File: config.mk
export PLATFORM = sky130hd
export DESIGN_NAME = uart_tx_arbiter
export DESIGN_NICKNAME = d
export VERILOG_FILES = /design/src/rtl/uart_tx_arbiter.sv
export SDC_FILE = /design/constraint.sdc
export NUM_CORES = 1
export LEC_CHECK = 0
export ABC_CLOCK_PERIOD_IN_PS = 5200
export BUFFER_PORTS_ARGS = -buffer_cell sky130_fd_sc_hd__buf_2
export CAP_MARGIN = 25
export CORE_ASPECT_RATIO = 0.75
export CORE_UTILIZATION = 35
export CTS_CLUSTER_DIAMETER = 30
export DETAILED_ROUTE_END_ITERATION = 8
export PLACE_DENSITY_LB_ADDON = 0.15
export SLEW_MARGIN = 20
export SYNTH_ARGS = -nofsm -noshare
export SYNTH_HDL_FRONTEND = slang
export SYNTH_SLANG_ARGS = --single-unit
File: constraint.sdc
create_clock -name SampleClk -period 5.2 [get_ports SampleClk]
set_input_delay 0.52 -clock SampleClk [delete_from_list [all_inputs] [get_ports SampleClk]]
set_output_delay 0.52 -clock SampleClk [all_outputs]
set_load 0.03 [all_outputs]
File: src/rtl/uart_tx_arbiter.sv
// Round-robin arbiter sharing one UART transmitter between NUM_REQ byte sources,
// with start/busy handshake tracking and an acknowledge watchdog.
module uart_tx_arbiter #(
    parameter int NUM_REQ     = 4,
    parameter int DATA_W      = 8,
    parameter int ACK_TIMEOUT = 16
) (
    input  logic                       SampleClk,
    input  logic                       Reset,
    input  logic [NUM_REQ-1:0]         ReqValid,
    input  logic [NUM_REQ*DATA_W-1:0]  ReqData,
    output logic [NUM_REQ-1:0]         ReqReady,
    output logic                       TxStart,
    output logic [DATA_W-1:0]          TxData,
    input  logic                       TxBusy,
    output logic [$clog2(NUM_REQ)-1:0] GrantId,
    output logic                       ArbBusy,
    output logic                       TimeoutErr,
    output logic [7:0]                 ErrCount
);

    localparam int PTR_W = $clog2(NUM_REQ);
    localparam int WD_W  = $clog2(ACK_TIMEOUT);
    localparam logic [PTR_W-1:0] LAST_IDX = PTR_W'(NUM_REQ - 1);
    localparam logic [WD_W-1:0]  WD_LAST  = WD_W'(ACK_TIMEOUT - 1);

    typedef enum logic [1:0] {
        IDLE      = 2'd0,
        START     = 2'd1,
        WAIT_BUSY = 2'd2,
        WAIT_DONE = 2'd3
    } state_t;

    state_t                state_r;
    logic [PTR_W-1:0]      ptr_r;
    logic [WD_W-1:0]       wd_r;
    logic                  tx_start_r;
    logic [NUM_REQ-1:0]    req_ready_r;
    logic [DATA_W-1:0]     tx_data_r;
    logic [PTR_W-1:0]      grant_id_r;
    logic                  arb_busy_r;
    logic                  timeout_err_r;
    logic [7:0]            err_count_r;

    logic                  pick_found_s;
    logic [PTR_W-1:0]      pick_idx_s;
    logic [PTR_W-1:0]      ptr_next_s;
    logic [DATA_W-1:0]     pick_data_s;
    logic [NUM_REQ-1:0]    pick_onehot_s;
    logic [WD_W-1:0]       wd_next_s;

    // Scan downward so the surviving hit is the first set bit at or after ptr.
    function automatic logic [PTR_W:0] rr_pick(input logic [NUM_REQ-1:0] valid,
                                               input logic [PTR_W-1:0]   ptr);
        logic             found;
        logic [PTR_W-1:0] idx;
        logic [PTR_W-1:0] cand;
        found = 1'b0;
        idx   = {PTR_W{1'b0}};
        for (int k = NUM_REQ - 1; k >= 0; k--) begin
            cand = PTR_W'((int'(ptr) + k) % NUM_REQ);
            if (valid[cand]) begin
                found = 1'b1;
                idx   = cand;
            end else begin
                found = found;
            end
        end
        return {found, idx};
    endfunction

    // Winner selection, captured byte, one-hot accept and watchdog increment
    always_comb begin
        pick_found_s  = 1'b0;
        pick_idx_s    = {PTR_W{1'b0}};
        pick_data_s   = {DATA_W{1'b0}};
        pick_onehot_s = {NUM_REQ{1'b0}};
        {pick_found_s, pick_idx_s} = rr_pick(ReqValid, ptr_r);
        for (int i = 0; i < NUM_REQ; i++) begin
            if (PTR_W'(i) == pick_idx_s) begin
                pick_data_s      = ReqData[i*DATA_W +: DATA_W];
                pick_onehot_s[i] = 1'b1;
            end else begin
                pick_onehot_s[i] = 1'b0;
            end
        end
        if (pick_idx_s == LAST_IDX) begin
            ptr_next_s = {PTR_W{1'b0}};
        end else begin
            ptr_next_s = pick_idx_s + PTR_W'(1);
        end
        wd_next_s = wd_r + WD_W'(1);
    end

    // Arbiter FSM with all outputs registered
    always_ff @(posedge SampleClk) begin
        if (Reset) begin
            state_r       <= IDLE;
            ptr_r         <= {PTR_W{1'b0}};
            wd_r          <= {WD_W{1'b0}};
            tx_start_r    <= 1'b0;
            req_ready_r   <= {NUM_REQ{1'b0}};
            tx_data_r     <= {DATA_W{1'b0}};
            grant_id_r    <= {PTR_W{1'b0}};
            arb_busy_r    <= 1'b0;
            timeout_err_r <= 1'b0;
            err_count_r   <= 8'd0;
        end else begin
            tx_start_r    <= 1'b0;
            req_ready_r   <= {NUM_REQ{1'b0}};
            timeout_err_r <= 1'b0;
            case (state_r)
                IDLE: begin
                    if (pick_found_s) begin
                        tx_data_r   <= pick_data_s;
                        grant_id_r  <= pick_idx_s;
                        ptr_r       <= ptr_next_s;
                        tx_start_r  <= 1'b1;
                        req_ready_r <= pick_onehot_s;
                        arb_busy_r  <= 1'b1;
                        state_r     <= START;
                    end else begin
                        state_r <= IDLE;
                    end
                end
                START: begin
                    wd_r    <= {WD_W{1'b0}};
                    state_r <= WAIT_BUSY;
                end
                WAIT_BUSY: begin
                    // A stale busy from an earlier frame also counts as the acknowledge.
                    if (TxBusy) begin
                        state_r <= WAIT_DONE;
                    end else if (wd_next_s == WD_LAST) begin
                        wd_r          <= wd_next_s;
                        timeout_err_r <= 1'b1;
                        if (err_count_r != 8'hFF) begin
                            err_count_r <= err_count_r + 8'd1;
                        end else begin
                            err_count_r <= err_count_r;
                        end
                        arb_busy_r <= 1'b0;
                        state_r    <= IDLE;
                    end else begin
                        wd_r <= wd_next_s;
                    end
                end
                WAIT_DONE: begin
                    if (!TxBusy) begin
                        arb_busy_r <= 1'b0;
                        state_r    <= IDLE;
                    end else begin
                        state_r <= WAIT_DONE;
                    end
                end
                default: begin
                    arb_busy_r <= 1'b0;
                    state_r    <= IDLE;
                end
            endcase
        end
    end

    assign ReqReady   = req_ready_r;
    assign TxStart    = tx_start_r;
    assign TxData     = tx_data_r;
    assign GrantId    = grant_id_r;
    assign ArbBusy    = arb_busy_r;
    assign TimeoutErr = timeout_err_r;
    assign ErrCount   = err_count_r;

endmodule

==> results.toml <==
[setup_path]
worstPathRequired_ns = 5.33
cp_common_cell = "nor3_1"
crit_fanout = 11
crit_chain = "mux2i_1 -> nor2_1 -> nor3_1 -> ha_1 -> nor2b_1 -> a221oi_1 -> nor3_1 -> a211oi_1 -> nor3_1"
path_class = "register to register"
path_buf_inv = 0
cp_top_family = "simple AND/OR/NAND/NOR gates"
crit_path_max_incr_delay_ns = 0.48
arrival_ns = 2.79
cp-start-kind = "register"
crit_path_end_kind = "register"
slowest_stage = "ha_1"

[timing]
worst_pin_slew_ns = 0.849
fmax_mhz = 376
setup_tns_ns = 0
finClkSkew_ns = 0.00687
fin_crit_sh = 0.511
relSlewSlack = 0.433
slew_violations = 0
setup_viol = 0
min_period_ns = 2.66
hold_viol_final = 0
rsz0062_at_grt = "false"

[routing]
drc = 0
antenna_left = 0
drtIter0Drc = 53
vias = 1777
wl_per_cell_um = 12.4
via_per_inst = 5.20
finalWirelength_um = 4240
firstDrtPassIters = 4

[logic_synthesis]
ys_ff_latch = 33
async_reset_ff_frac = 0
synth_area_um2 = 1820
synth_ff_type = "dfxtp_1"
yosysUniqueCellTypes = 39
netlist_instances = 223
ys_seq_area_frac = 0.363
synth_top_area_frac = 0.363
synth_edf_count = 0
synth_area_per_cell_um2 = 8.16
yosysWarningCount = 0
synth_area_leader_cell = "dfxtp_1"
synthTopCellsByArea = "dfxtp_1, ha_1, a21oi_1, nor3_1, nor2b_1"
yosysMostFrequentCell = "dfxtp_1"
yosys-top-cells-count = "dfxtp_1, nor2_1, a21oi_1, nor3_1"
syn_nets = 273

[die]
rows = 22
die_h_um = 64.4
fp.dieW_um = 85.3
initial_core_util = 0.367
die_area_um2 = 5490
io_pins = 64
core_area_um2 = 4950

[worst_hold_path]
hp-class = "register to register"

[global_route]
grt_usage = 0.169
antenna_found_initial = 0
grt_pass1_vias = 1670
grt-ovfl-total = 0
grt_max_degree = 34
grt_first_pass_wirelength_um = 7410

[power_and_ir_drop]
p_leak_nw = 0.970
netSwitchingFraction = 0.378
peakVddDrop_v = 0.000201
switchingPower_mw = 0.312
power_density_nw_per_um2 = 367
seq_power_share = 0.380
p_int_mw = 0.514
clockPowerShare = 0.234
combPwrFrac = 0.386

[outcome]
outcome = "finished, final reports clean"

[layout]
diodes = 0
multi_input_area_um2 = 1080
seqCellArea_um2 = 661
syn_to_final_growth_pct = 23.8
final_cell_count_no_fill = 342
nets = 332
fill_cells = 518
drive_above_1_share = 0.270

[placement]
port_buffers = 63
dp_cells = 335
finalWeightedCongestion = 0.763
place_hpwl_um = 3130

[clock_network]
htreeDepth = 2
clockBufferDepth = 2
cts_root_buf = "clkbuf_8"
hold_buffers = 0
insertion_delay_ns = 0.28
cts_resized = 0
cts_sinks = 33
path_clk_slew_ns = 0.07
cts-buffers-inserted = 5
cts_setup_buffers = 0
tritoncts = "built"

[flow_run]
cap_violations = 0
[power groups by stage]
stage / Combinational, mW / Sequential [mW] / Clock [mW]
2_1_floorplan: 0.182 / 0.374 / 0
3_3_place_gp: 0.319 / 0.319 / 0
3_5_place_dp: 0.321 / 0.318 / 0
4_1_cts: 0.322 / 0.313 / 0.201
5_1_grt: 0.357 / 0.318 / 0.213
6_report: 0.319 / 0.314 / 0.193
[layout by cell type, fill, tap and decap left out, types with 4 or more instances in the layout]
master and count:
buf_2 63, dfxtp_1 33, nor2_1 21, a21oi_1 19
nor3_1 19, nand2_1 13, nor2b_1 13, ha_1 11
inv_1 10, a211oi_1 8, a221oi_1 7, o21ai_0 7
clkbuf_8 6, nor4_1 4, nand3_1 4, and2_1 4
[sequential cells by signal (all words and copies together), names as in the netlist, 2 cells and up]
register / flops
wd_r: 4
ptr_r: 2
ReqReady: 4
state_r: 2
TxData: 8
ErrCount: 8
GrantId: 2
[per-stage QoR]
step	area, µm²	utilization	worst slack (ns)	hold slack, ns	power, mW
final	2250	0.455	2.54	0.461	0.826
after global routing	2250	0.455	2.37	0.497	0.888
after CTS	2250	0.455	2.56	0.464	0.837
after detailed placement	2170	0.437	2.45	0.455	0.640
after global placement	2170	0.437	2.48	0.457	0.638
after floorplan	1820	-	2.94	0.491	0.556
[area by class of cell]
type | instances | area share
multi-input cells | 169 | 0.478
repair buffers | 63 | 0.140
flip-flops and latches | 33 | 0.293
clock buffers | 7 | 0.0383
well taps | 60 | 0.0333
inverters | 10 | 0.0167
[kinds of logic after synthesis]
| family | synth area share |
|---|---|
| XOR/XNOR | 0.00482 |
| buffers and inverters | 0.0447 |
| AND/OR/NAND/NOR | 0.274 |
| AO/OA/AOI/OAI | 0.202 |
| flip-flops | 0.363 |
| multiplexers | 0.0358 |
| adder cells (fa/ha/maj) | 0.0757 |
[layer usage]
metal / up-vias / part of all wire / GRT usage
met3: 2 / 0.044 / 0.0433
li1: 923 / - / -
met5: - / 0 / 0
met4: 0 / 0.0045 / 0.0375
met2: 41 / 0.43 / 0.271
met1: 811 / 0.52 / 0.229
[final timing paths]
kind,start,to,slack (ns),cells after the start
setup / recovery,ptr_r[1],TxData[5],2.54,9
hold reg to reg,GrantId[0],GrantId[0],0.46,2
setup reg to reg,ptr_r[1],TxData[5],2.54,9
hold / removal,GrantId[0],GrantId[0],0.46,2
[tightest hold or removal path, delay by kind of cell, from the launching register on]
| kind | cells | cell delay [ns] |
|---|---|---|
| simple gates | 1 | 0.05 |
| compound gates | 1 | 0.05 |
| flops | 1 | 0.31 |
(Power assumes the default switching activity.)
